$ cat config.mk
export PLATFORM = sky130hd
export DESIGN_NAME = memory_wishbone_master
export DESIGN_NICKNAME = d
export VERILOG_FILES = /design/src/rtl/memory_wishbone_master.sv
export SDC_FILE = /design/constraint.sdc
export NUM_CORES = 1
export LEC_CHECK = 0
export CAP_MARGIN = 15
export CORE_UTILIZATION = 40
export CTS_CLUSTER_DIAMETER = 50
export DETAILED_ROUTE_END_ITERATION = 6
export PLACE_DENSITY = 0.75
export SLEW_MARGIN = 15
export SYNTH_ARGS = -nofsm -noshare
export SYNTH_HDL_FRONTEND = slang
export SYNTH_SLANG_ARGS = --single-unit
$ cat constraint.sdc
create_clock -name clk -period 3.4 [get_ports clk]
set_input_delay 0.51 -clock clk [delete_from_list [all_inputs] [get_ports clk]]
set_output_delay 0.51 -clock clk [all_outputs]
set_load 0.005 [all_outputs]
$ cat src/rtl/memory_wishbone_master.sv
// Bridges a simple core-side memory request interface onto a Wishbone classic
// master. One transfer at a time: IDLE accepts a request, BUS runs the
// Wishbone cycle until ack, err or timeout, and DONE presents the result for
// exactly one cycle.
//
// Ports:
//   clk, rst                 clock; asynchronous active-low reset
//   memoryAddress/ByteSelect core request address (byte) and lane enables
//   memoryWriteEnable/ReadEnable, memoryDataWrite   request type and write data
//   memoryDataRead, memoryAccessFault               result, valid in DONE only
//   memoryBusy               transfer pending
//   wb_*                     Wishbone classic master side
module memory_wishbone_master #(
  parameter int unsigned TIMEOUT_CYCLES = 255
) (
  input  logic        clk,
  input  logic        rst,
  input  logic [31:0] memoryAddress,
  input  logic [3:0]  memoryByteSelect,
  input  logic        memoryWriteEnable,
  input  logic        memoryReadEnable,
  input  logic [31:0] memoryDataWrite,
  output logic [31:0] memoryDataRead,
  output logic        memoryBusy,
  output logic        memoryAccessFault,
  output logic        wb_cyc_o,
  output logic        wb_stb_o,
  output logic        wb_we_o,
  output logic [3:0]  wb_sel_o,
  output logic [31:0] wb_adr_o,
  output logic [31:0] wb_data_o,
  input  logic [31:0] wb_data_i,
  input  logic        wb_ack_i,
  input  logic        wb_err_i
);

  localparam logic [7:0] TimeoutLast = 8'(TIMEOUT_CYCLES - 1);

  typedef enum logic [1:0] {StIdle, StBus, StDone} state_e;

  state_e      state_q, state_d;
  logic [29:0] adr_q, adr_d;
  logic [3:0]  sel_q, sel_d;
  logic        we_q, we_d;
  logic [31:0] wdata_q, wdata_d;
  logic [7:0]  cnt_q, cnt_d;
  logic [31:0] rdata_q, rdata_d;
  logic        fault_q, fault_d;

  logic        req;
  logic        illegal;
  logic [31:0] lane_mask;
  logic        in_bus;
  logic        in_done;

  // Word-aligned bus: the byte offset bits are deliberately dropped.
  logic        unused_addr_lsb;
  assign unused_addr_lsb = ^memoryAddress[1:0];

  assign req     = memoryReadEnable | memoryWriteEnable;
  assign illegal = (memoryReadEnable & memoryWriteEnable) | (memoryByteSelect == 4'b0000);
  assign lane_mask = {{8{sel_q[3]}}, {8{sel_q[2]}}, {8{sel_q[1]}}, {8{sel_q[0]}}};

  always_comb begin
    state_d = state_q;
    adr_d   = adr_q;
    sel_d   = sel_q;
    we_d    = we_q;
    wdata_d = wdata_q;
    cnt_d   = cnt_q;
    rdata_d = rdata_q;
    fault_d = fault_q;
    unique case (state_q)
      StIdle: begin
        if (req) begin
          if (illegal) begin
            // Rejected without touching the bus.
            fault_d = 1'b1;
            rdata_d = '0;
            state_d = StDone;
          end else begin
            adr_d   = memoryAddress[31:2];
            sel_d   = memoryByteSelect;
            we_d    = memoryWriteEnable;
            wdata_d = memoryDataWrite;
            cnt_d   = '0;
            state_d = StBus;
          end
        end
      end
      StBus: begin
        // err takes priority over a simultaneous ack; ack in the last allowed
        // cycle still completes normally.
        if (wb_err_i) begin
          fault_d = 1'b1;
          rdata_d = '0;
          state_d = StDone;
        end else if (wb_ack_i) begin
          fault_d = 1'b0;
          rdata_d = we_q ? 32'h0 : (wb_data_i & lane_mask);
          state_d = StDone;
        end else if (cnt_q == TimeoutLast) begin
          fault_d = 1'b1;
          rdata_d = '0;
          state_d = StDone;
        end else begin
          cnt_d = cnt_q + 8'd1;
        end
      end
      StDone: begin
        state_d = StIdle;
      end
      default: begin
        state_d = StIdle;
      end
    endcase
  end

  always_ff @(posedge clk or negedge rst) begin
    if (!rst) begin
      state_q <= StIdle;
      adr_q   <= '0;
      sel_q   <= '0;
      we_q    <= 1'b0;
      wdata_q <= '0;
      cnt_q   <= '0;
      rdata_q <= '0;
      fault_q <= 1'b0;
    end else begin
      state_q <= state_d;
      adr_q   <= adr_d;
      sel_q   <= sel_d;
      we_q    <= we_d;
      wdata_q <= wdata_d;
      cnt_q   <= cnt_d;
      rdata_q <= rdata_d;
      fault_q <= fault_d;
    end
  end

  assign in_bus  = (state_q == StBus);
  assign in_done = (state_q == StDone);

  // Reset forces state_q to IDLE asynchronously, so cyc/stb drop at once.
  assign wb_cyc_o  = in_bus;
  assign wb_stb_o  = in_bus;
  assign wb_we_o   = in_bus & we_q;
  assign wb_sel_o  = in_bus ? sel_q : 4'b0000;
  assign wb_adr_o  = in_bus ? {adr_q, 2'b00} : 32'h0;
  assign wb_data_o = in_bus ? wdata_q : 32'h0;

  assign memoryBusy        = in_bus | ((state_q == StIdle) & req);
  assign memoryDataRead    = in_done ? rdata_q : 32'h0;
  assign memoryAccessFault = in_done & fault_q;

endmodule

# Word-level counts from Yosys, hierarchy flattened
# Index checks and enable logic that the tools add are counted.
# word_totals
mem_bits_ro	0
ramBits	0
latch_bits	0
register_bits	110
mem_count	0
# classes
add_sub_neg	1
shifts	0
order_cmp	0
n_mux	29
eq_ne	10
bitwise	9
div	0
n_reduce_logical	7
multipliers	0
# ops
cell	n
$mux W32	9
$pmux W32 S2	1
$mux W8	5
$and A32 B32 Y32	1
$pmux W8 S2	1
$ne A2 B2 Y1 const B	6
$mux W2	5
$add A8 B1 Y8 const B	1
$eq A8 B8 Y1 const B	1
$reduce_and A6 Y1	1
$mux W1	5
$and A1 B1 Y1	4
$logic_not A4 Y1	1
$mux W4	1
$ne A4 B3 Y1 const B	1
$pmux W2 S2	1
$reduce_and A4 Y1	1
$or A1 B1 Y1	3
$reduce_and A3 Y1	1
$eq A2 B1 Y1 const B	1
$eq A2 B2 Y1 const B	1
$logic_not A2 Y1	1
$pmux W1 S2	1
$reduce_and A2 Y1	1
2 further kinds	2

# Longest topological paths before layout
# logic_depth
word_depth	5
ltp_mapped	7
depth_no_buf	7

# Worst setup path after synthesis
# Ideal clock, no wire load.
# synth_timing
path_type	input-to-reg
startpoint	input memoryByteSelect[1]
endpoint	register adr_q[0]
slack_ps	1521
arrival_ps	1754
cell_stages	6
required_time_ps	3275
n_path_buf	2
path_cell_list	or4_4 > nand2_1 > nor2_1 > buf_6 > buf_6 > mux2_4
# synth_via
elab_chain_cells	4
# synth_lines
element	line	rtl
from (decl)	19	input logic [3:0] memoryByteSelect,
$logic_not A4 Y1	61	assign illegal = (memoryReadEnable & memoryWriteEnable) | (memoryByteSelect == 4'b0000);
$or A1 B1 Y1	61	
$not A1 Y1 (no source line)	-	
$reduce_and A3 Y1 (no source line)	-	
to (signal assigned)	131	adr_q <= adr_d;
to (decl)	42	logic [29:0] adr_q, adr_d;
# Every way passes these cells.
# A chain may end at the register's enable or synchronous reset.

# Final worst setup path
# layout_timing
startpoint	register state_q[1]
endpoint	output wb_data_o[5]
# layout_via
elab_chain_cells	2
# layout_lines
element	line	rtl
from (decl)	41	state_e state_q, state_d;
from (signal assigned)	121	state_q <= StIdle;
from (signal assigned)	130	state_q <= state_d;
$eq A2 B1 Y1	141	assign in_bus = (state_q == StBus);
$mux W32	150	assign wb_data_o = in_bus ? wdata_q : 32'h0;
to (decl)	31	output logic [31:0] wb_data_o,
# Every way passes these cells.

==> impl_results.rst <==
.. list-table::
   :header-rows: 1

   * - Metric
     - Value
   * - Pwr per Cell Area
     - 691 mW/mm^2
   * - Combined area of the multi-input logic cells
     - 0.00220 sq mm
   * - Core Footprint
     - 0.0122 sq mm
   * - Overall routed net length
     - 12.4 mm
   * - Post-layout min period
     - 2990 ps
   * - Fraction of power consumed by combinational cells
     - 42.4%
   * - Count of hold-fix buffers inserted at cts
     - 0
   * - Proportion of power drawn by the clock network
     - 18.9%
   * - Number of levels in the clock H-tree
     - 3
   * - Share of post-route cells with drive strength above 1
     - 15.4%
   * - Clock latency on the worst-skew pair
     - 350 ps
   * - Floorplan die width
     - 115 um
   * - Share of the synthesized area in the top cell type
     - 53.8%
   * - I/O pins
     - 211
   * - Average wire length per cell after detail routing
     - 16.1 um
   * - Filler Cells Inserted
     - 1,008
   * - Post-CTS setup repair buffer count
     - 0
   * - Average cell area after synthesis
     - 12.8 sq um
   * - Cell total after placement
     - 751
   * - Number of synthesized flops with an enable pin
     - 0
   * - Area growth from synthesis to layout
     - 48.4%
   * - Internal
     - 0.00372 W
   * - Nature of the critical path startpoint
     - flop
   * - Type of the worst setup path
     - flop to output port
   * - Period Utilization, post-route
     - 88.1%
   * - Worst setup slack for register-to-register paths
     - 1080 ps
   * - Top post-synthesis cells by area
     - dfrtp_1, and2_1, mux2_4
   * - Number of flip-flops and latches in the synthesized netlist
     - 110
   * - Wire length of the first global-routing pass
     - 19.9 mm
   * - Maximum number of pins on one net before global-route repair
     - 73
   * - Maximum fanout along the worst path
     - 72
   * - Number of antenna violations at the first check in global routing
     - 0
   * - Total DRC errors in the routed layout
     - 0
   * - Count of instances resized after the clock tree is built
     - 0
   * - Critical Path AT
     - 2480 ps
   * - Number of global-route vias before repair
     - 3,827
   * - Via count
     - 3,703
   * - Number of nets with antenna violations after routing
     - 0
   * - Avg Vias per Cell
     - 4.83
   * - Net Switching
     - 0.00153 W
   * - Most numerous cell types in the synthesized netlist
     - dfrtp_1, and2_1, mux2_4, a22o_1, mux2_2
   * - Slew at the pin with the worst max-slew slack
     - 937 ps
   * - CTS Root Cell
     - clkbuf_16
   * - Number of max-cap violations
     - 0
   * - I/O Buffers
     - 206
   * - Number of buffers added by the clock tree synthesis step
     - 9
   * - Number of failing hold endpoints at the final stage
     - 0
   * - HPWL after detailed placement
     - 8.81 mm
   * - Outcome
     - complete, no violations
   * - CTS tree
     - yes
   * - Proportion of total power due to net switching
     - 29.1%
   * - Total gr overflow
     - 0
   * - Most area-hungry cell type in the Yosys netlist
     - dfrtp_1
   * - Sequential Area
     - 0.00275 sq mm
   * - Peak supply drop
     - 0.000416 V
   * - Total number of nets in the final design
     - 703
   * - Mapped Area
     - 0.00511 sq mm
   * - Leakage power summed over all cells
     - 3.29 nW
   * - Setup TNS Final
     - 0 ps
   * - GRT Resource Usage Total
     - 19.5%
   * - Number of rows in the core area
     - 40
   * - Post-layout instance count excluding filler cells
     - 767
   * - Global placement routability congestion
     - 0.740
   * - Min-Delay Path Class
     - primary input to async pin
   * - Number of instances in the synthesized netlist
     - 399
   * - Fraction of power consumed by sequential logic
     - 38.7%
   * - Max Buffers Root-to-Sink
     - 2
   * - Async SR Flop Fraction
     - 100%
   * - Share of synthesized area occupied by flip-flops and latches
     - 53.8%
   * - Final setup violation count
     - 0
   * - Count of different cell masters after synthesis
     - 39
   * - Clock transition at the registers of the reported paths
     - 70 ps
   * - Slew margin rel.
     - 37.5%
   * - Clock Sinks
     - 110
   * - DRC marker count from the first detailed-route iteration
     - 217
   * - Synthesis Warnings
     - 0
   * - Most numerous cell in the Yosys netlist
     - dfrtp_1
   * - CP Capture Type
     - output port
   * - Initial standard-cell utilization of the core
     - 41.9%
   * - Count of antenna diodes in the layout
     - 0
   * - Clock skew
     - 6.13 ps
   * - Critical Path RT
     - 2890 ps
   * - Unrepaired setup endpoints after global routing
     - false
   * - DIE AREA
     - 0.0132 sq mm
   * - 1st-pass router iterations
     - 4
   * - Most used flip-flop cell after synthesis
     - dfrtp_1
   * - Fmax
     - 0.334 GHz
   * - Final number of max-transition violations
     - 0
   * - Die Y
     - 115 um
==> worst max-delay path: stages (launching register included) <==
cell	delay, ps
dfrtp_1	430
nand2b_1	220
inv_2	700
and2_1	240
clkdlybuf4s50_1	530
==> final timing paths <==
check | from | endpoint | cells after the start
max | state_q[1] | wb_data_o[5] | 4
min | rst | rdata_q[4] | 1
max reg2reg | state_q[0] | wdata_q[18] | 6
min reg2reg | rdata_q[27] | rdata_q[27] | 1
max in group asynchronous | rst | adr_q[11] | 2
min in group clk | rdata_q[27] | rdata_q[27] | 1
==> flip-flops by register name, indices dropped and copies added, names as in the netlist <==
| name | cells |
|---|---|
| we_q | 1 |
| adr_q | 30 |
| wdata_q | 32 |
| rdata_q | 32 |
| fault_q | 1 |
| sel_q | 4 |
| state_q | 2 |
| cnt_q | 8 |
==> routing by layer <==
| metal | global-route usage [%] | share of wire [%] | vias up |
|---|---|---|---|
| li1 | - | - | 1759 |
| met2 | 31.4 | 47 | 158 |
| met1 | 24.4 | 42 | 1775 |
| met3 | 7.27 | 9.6 | 11 |
| met4 | 5.97 | 1.2 | 0 |
| met5 | 0 | 0 | - |
==> stage by stage <==
stage	setup slack, ps	hold WS (ps)	total power, W	area (sq um)	utilization, %
finish	406	170	0.00525	7590	62.2
detailed placement	298	476	0.00428	7290	59.7
global placement	332	466	0.00421	7290	59.7
CTS	314	198	0.00531	7570	62.0
floorplan	1520	214	0.00331	5120	-
global route	150	227	0.00560	7590	62.2
==> cell families (layout without fill, tap and decap cells) <==
logic type	after synthesis	in the layout	synth area share (%)
flip-flops	110	110	53.8
multiplexers	67	67	17.7
adder cells (fa/ha/maj)	2	2	0.489
buffers and inverters	32	231	3.43
other	1	2	0.0733
AO/OA/AOI/OAI	48	48	7.85
AND/OR/NAND/NOR	138	138	16.5
XOR/XNOR	1	1	0.171
==> cell usage in the layout, fill, tap and decap left out, types with 2 or more instances in the layout <==
cell	n
a211o_1	2
a21o_1	2
a22o_1	33
and2_1	104
and3_1	5
buf_12	3
buf_4	3
clkbuf_16	9
clkbuf_8	2
clkdlybuf4s50_1	205
clkinvlp_4	2
conb_1	2
dfrtp_1	110
ha_1	2
inv_1	3
inv_2	2
mux2_2	26
mux2_4	40
nand2_1	4
nand3_1	7
nand4_1	2
nor2_1	5
nor3_1	4
o21ai_0	2
o2bb2ai_1	2
==> power groups by stage <==
stage | logic, W | clock network, W | registers (W)
2_1_floorplan | 0.00135 | 0 | 0.00196
3_3_place_gp | 0.00219 | 0 | 0.00203
3_5_place_dp | 0.00224 | 0 | 0.00205
4_1_cts | 0.00225 | 0.00103 | 0.00203
5_1_grt | 0.00242 | 0.00108 | 0.00210
6_report | 0.00223 | 0.000993 | 0.00203
==> layout make-up <==
type                            count  share of cell area (%)
Sequential cell                   110                    36.3
Timing Repair Buffer              211                    28.1
Clock buffer                       12                    3.38
Inverter                            5                   0.247
Clock inverter                      3                   0.264
Multi-Input combinational cell    258                    28.9
Tap cell                          168                    2.77
Note: power is estimated with default switching activity, not from simulation.
==> RTL change 1, RTL diff (same settings) <==
Encoding of `state_e`: now one-hot (3 bits for 3 states).
--- a/src/rtl/memory_wishbone_master.sv
+++ b/src/rtl/memory_wishbone_master.sv
@@ -36,7 +36,7 @@
 
   localparam logic [7:0] TimeoutLast = 8'(TIMEOUT_CYCLES - 1);
 
-  typedef enum logic [1:0] {StIdle, StBus, StDone} state_e;
+  typedef enum logic [2:0] {StIdle = 3'b001, StBus = 3'b010, StDone = 3'b100} state_e;
 
   state_e      state_q, state_d;
   logic [29:0] adr_q, adr_d;
Behaviour: same outputs for any inputs over 4 cycles, from zero or initial values and one cycle with rst low; so few cycles prove little.
==> RTL change 1 against the original RTL <==
  * Non-clock buffer count increased by 3
  * Count of clock-buffer cells in the layout is 1 higher
  * Synthesized area decreased by 2.7%
  * Power is 13% lower
  * Setup slack better by 0.0079 ns
  * Sequential cell count is 1 higher
  * Clock power rose by 9.8%
  * Clock skew fell by 0.0021 ns
  * Design area down 1.3%
  * Global-route usage increased by 0.22 points
  * Via count increased by 1.4%
  * Sequential share of layout area is 0.84 points higher
  * Routed wire length shrank 0.74%
==> RTL change 1: results (changes against the original RTL) <==
Run status
  – Status: finished clean

Clock tree
  – H-tree depth: 3 (unchanged)
  – Worst-path clk slew: 0.07 ns (about the same)
  – Clk buf depth: 2 (unchanged)
  – Root Buffer: clkbuf_16
  – CTS Buf Count: 9 (unchanged)
  – Post-CTS Resized: 0 (unchanged)
  – Clock Latency Late Sink: 0.35 ns (about the same)
  – Setup bufs post-CTS: 0 (unchanged)

STA
  – Skew final: 0.00404 ns (-0.00209 ns)
  – Slew headroom: 42.8% (+5.3 points)

Routing
  – Detailed Route WL: 12300 um (-0.74%)
  – Vias: 3755 (+1.4%)
  – DR iter-0 viols: 206 (-5.1%)
  – DR pass1 iterations: 4 (unchanged)

Finish
  – Final Net Count: 707 (+0.57%)
  – Largest registers: rdata_q (32), wdata_q (32), adr_q (30)
  – Diodes inserted: 0 (unchanged)
  – Fraction of layout cells with a size suffix above 1: 15.7% (+0.37 points)
  – Fill cell count: 989 (-1.9%)

Place
  – GP Congestion: 0.743 (+0.38%)
  – HPWL Detailed: 8960 um (+1.6%)
  – Port Buffers: 206 (unchanged)

GRT
  – Number of global-route vias before repair: 3872 (+1.2%)
  – Largest net degree at the start of global routing: 61 (-16%)
  – Initial antenna violation count: 0 (unchanged)
  – GR Util All Layers: 19.7% (+0.22 points)
  – First-pass GRT wire length: 19700 um (-0.90%)

Synthesis
  – Most frequent cells after synthesis: dfrtp_1, and2_1, mux2_2, a22o_1, clkbuf_1
  – Synth unique cells: 36 (-7.7%)
  – Post-synthesis sequential area ratio: 55.9% (+2.0 points)
  – FFs w/ async S/R, synth: 100% (unchanged)
  – Dominant cells by area after synthesis: dfrtp_1, mux2_2, and2_1
  – Synth Warn #: 0 (unchanged)
  – Top-area cell type share of the netlist area: 55.3% (+1.5 points)

Setup path
  – Crit path DAT: 2.48 ns (about the same)
  – Crit path max fanout: 28 (-61%)

Pwr
  – LEAKAGE: 0.00320 uW (-2.9%)
  – Sw Pwr: 1270 uW (-17%)
  – Max IR drop VDD: 337 uV (-19%)

Min path
  – Worst Hold Class: in -> async
-- RTL change 1: layout make-up --
class / count / area [um^2] / area share, %
flip-flops and latches: 111 / 2780 / 37.1
repair buffers: 214 / 2130 / 28.5
multi-input cells: 257 / 2030 / 27.2
clock buffers: 13 / 270 / 3.61
well taps: 168 / 210 / 2.81
clock inverters: 3 / 40.0 / 0.535
inverters: 6 / 22.5 / 0.301
-- RTL change 1: routing by layer --
| layer | share of wire [%] | routed length, um | global-route usage (%) | vias up |
|---|---|---|---|---|
| met5 | 0.041 | 5 | 0 | - |
| met4 | 1.5 | 180 | 7.63 | 2 |
| met3 | 9.5 | 1170 | 6.64 | 12 |
| met2 | 48 | 5890 | 33.0 | 150 |
| met1 | 41 | 5040 | 23.4 | 1818 |
| li1 | - | - | - | 1773 |
-- RTL change 1: power by group through the flow --
stage | clock (uW) | sequential (uW) | combinational [uW]
final | 1090 | 2020 | 1480
after global routing | 1180 | 2080 | 1610
after CTS | 1130 | 2020 | 1510
after detailed placement | 0 | 2040 | 1500
after global placement | 0 | 2000 | 1450
after floorplan | 0 | 1950 | 981
-- RTL change 1: worst paths after layout --
kind | startpoint | endpoint | slack [ns] | cells after the start
max | state_q[1] | wb_data_o[7] | 0.41 | 4
min | rst | rdata_q[11] | 0.21 | 1
max reg2reg | state_q[1] | cnt_q[7] | 0.97 | 5
min reg2reg | rdata_q[30] | rdata_q[30] | 0.49 | 1
max in group asynchronous | rst | state_q[0] | 2.40 | 2
min in group clk | rdata_q[30] | rdata_q[30] | 0.49 | 1
-- RTL change 1: critical path, cell delays in order (launching register included) --
cell,delay [ns]
dfrtp_1,0.42
nor3b_2,0.63
buf_4,0.37
and2_1,0.19
clkdlybuf4s50_1,0.51
-- RTL change 1: cell families after synthesis --
logic type                 Yosys count  synth area share (%)
AOI/OAI and AO/OA                   49                  8.00
other                                1                0.0754
buffers and inverters               36                  3.50
adders and majority gates            2                 0.503
muxes                               66                  14.9
DFF                                111                  55.9
and+or+nand+nor                    136                  16.8
xor gates and xnor gates             2                 0.352
-- RTL change 1: stage by stage --
stage	instance area, um^2	setup WS (ns)	power (uW)	instances	hold WS, ns
final	7490	0.414	4590	772	0.209
after global routing	7490	0.275	4870	772	0.272
after CTS	7490	0.381	4650	772	0.239
after detailed placement	7180	0.581	3550	756	0.475
after global placement	7180	0.596	3460	756	0.469
after floorplan	4980	1.19	2930	404	0.214
==> RTL change 2, RTL diff (same settings) <==
Without the edit above. `TIMEOUT_CYCLES`: 255 -> 127.
--- a/src/rtl/memory_wishbone_master.sv
+++ b/src/rtl/memory_wishbone_master.sv
@@ -11,7 +11,7 @@
 //   memoryBusy               transfer pending
 //   wb_*                     Wishbone classic master side
 module memory_wishbone_master #(
-  parameter int unsigned TIMEOUT_CYCLES = 255
+  parameter int unsigned TIMEOUT_CYCLES = 127
 ) (
   input  logic        clk,
   input  logic        rst,
Function: same outputs for any inputs over 4 cycles, from zero or initial values and one cycle with rst low; that may be too few to reach the edited logic, so the function may still have changed.
==> RTL change 2 against the original RTL <==
  * Synthesized area fell by 0.91%
  * Power fell by 0.89%
  * Via count rose by 2.7%
  * Hold slack improved by 0.019 ns
  * Sequential cell count did not move
  * Highest routed layer unchanged
  * Routed wire length rose by 3.5%
  * Design area fell by 1.1%
  * First-iteration DRC count fell by 13%
  * Fmax rose by 8.1%
  * Setup slack improved by 0.22 ns
==> RTL change 2: results (changes against the original RTL) <==
Run status
  – Status: finished clean

Place
  – Pre-CTS setup slack: 0.472 ns (+0.174 ns)
  – GP Congestion: 0.746 (+0.81%)
  – Dpl cells: 753 (+0.27%)

Synthesis
  – Post-synthesis mux area share: 16.2% (-1.4 points)
  – Most frequent cells after synthesis: dfrtp_1, and2_1, mux2_2, a22o_1, mux2_4
  – Adder-cell share of the synthesized area: 0.494% (+0.0045 points)
  – Synth unique cells: 40 (+2.6%)
  – Post-synthesis sequential area ratio: 54.3% (+0.49 points)
  – Post-synthesis xor/xnor area fraction: 0.173% (+0.0016 points)
  – Dominant cells by area after synthesis: dfrtp_1, and2_1, mux2_2

GRT
  – Largest net degree at the start of global routing: 62 (-15%)
  – First-pass GRT wire length: 20600 um (+3.6%)
  – Number of global-route vias before repair: 3963 (+3.6%)

Pwr
  – Clock group power: 963 uW (-3.0%)
  – LEAKAGE: 0.00318 uW (-3.5%)
  – Overall power: 5200 uW (-0.89%)
  – Max IR drop VDD: 377 uV (-9.5%)
  – Int Pwr: 3660 uW (-1.7%)
  – Seq pwr share: 39.8% (+1.1 points)

Routing
  – Detailed Route WL: 12800 um (+3.5%)
  – DR iter-0 viols: 189 (-13%)
  – WL/cell: 16.7 um (+3.7%)

Setup path
  – Crit path max fanout: 47 (-35%)
  – CP Capture Point: wb_data_o[17]
  – R2R Path End: adr_q[9]

Finish
  – Fraction of layout cells with a size suffix above 1: 15.7% (+0.36 points)

STA
  – Skew final: 0.00612 ns (-0.00000910 ns)
  – Min Hold Slack: 0.189 ns (+0.0193 ns)
  – Fmax: 361 MHz (+8.1%)
## RTL change 2: cell families after synthesis
logic type	after synthesis
AOI/OAI and AO/OA	49
other	1
and+or+nand+nor	136
buffers and inverters	34
muxes	67
xor gates and xnor gates	1
DFF	110
adders and majority gates	2
## RTL change 2: area by class of cell
cell class                 instances  area, um^2  area share [%]
clock buffer                      11         253            3.37
inverter                           7        26.3           0.350
tap                              168         210            2.80
multi-input combinational        257        2140            28.4
sequential                       110        2750            36.7
clock inverter                     2        10.0           0.133
timing repair buffer             211        2120            28.3
## RTL change 2: per-layer routing
metal  global-route usage, %  share of wire, %  vias to the layer above
met5                       0                 0                        -
met4                    7.01               1.3                        0
met3                    9.05                11                       13
met2                    32.4                45                      170
met1                    24.9                42                     1863
li1                        -                 -                     1756
## RTL change 2: critical path, cell delays in order, from the launching register on
cell and delay (ns):
dfrtp_1 0.44, nand2b_1 0.26, inv_1 0.12, buf_4 0.36, and2_1 0.19, clkdlybuf4s50_1 0.54
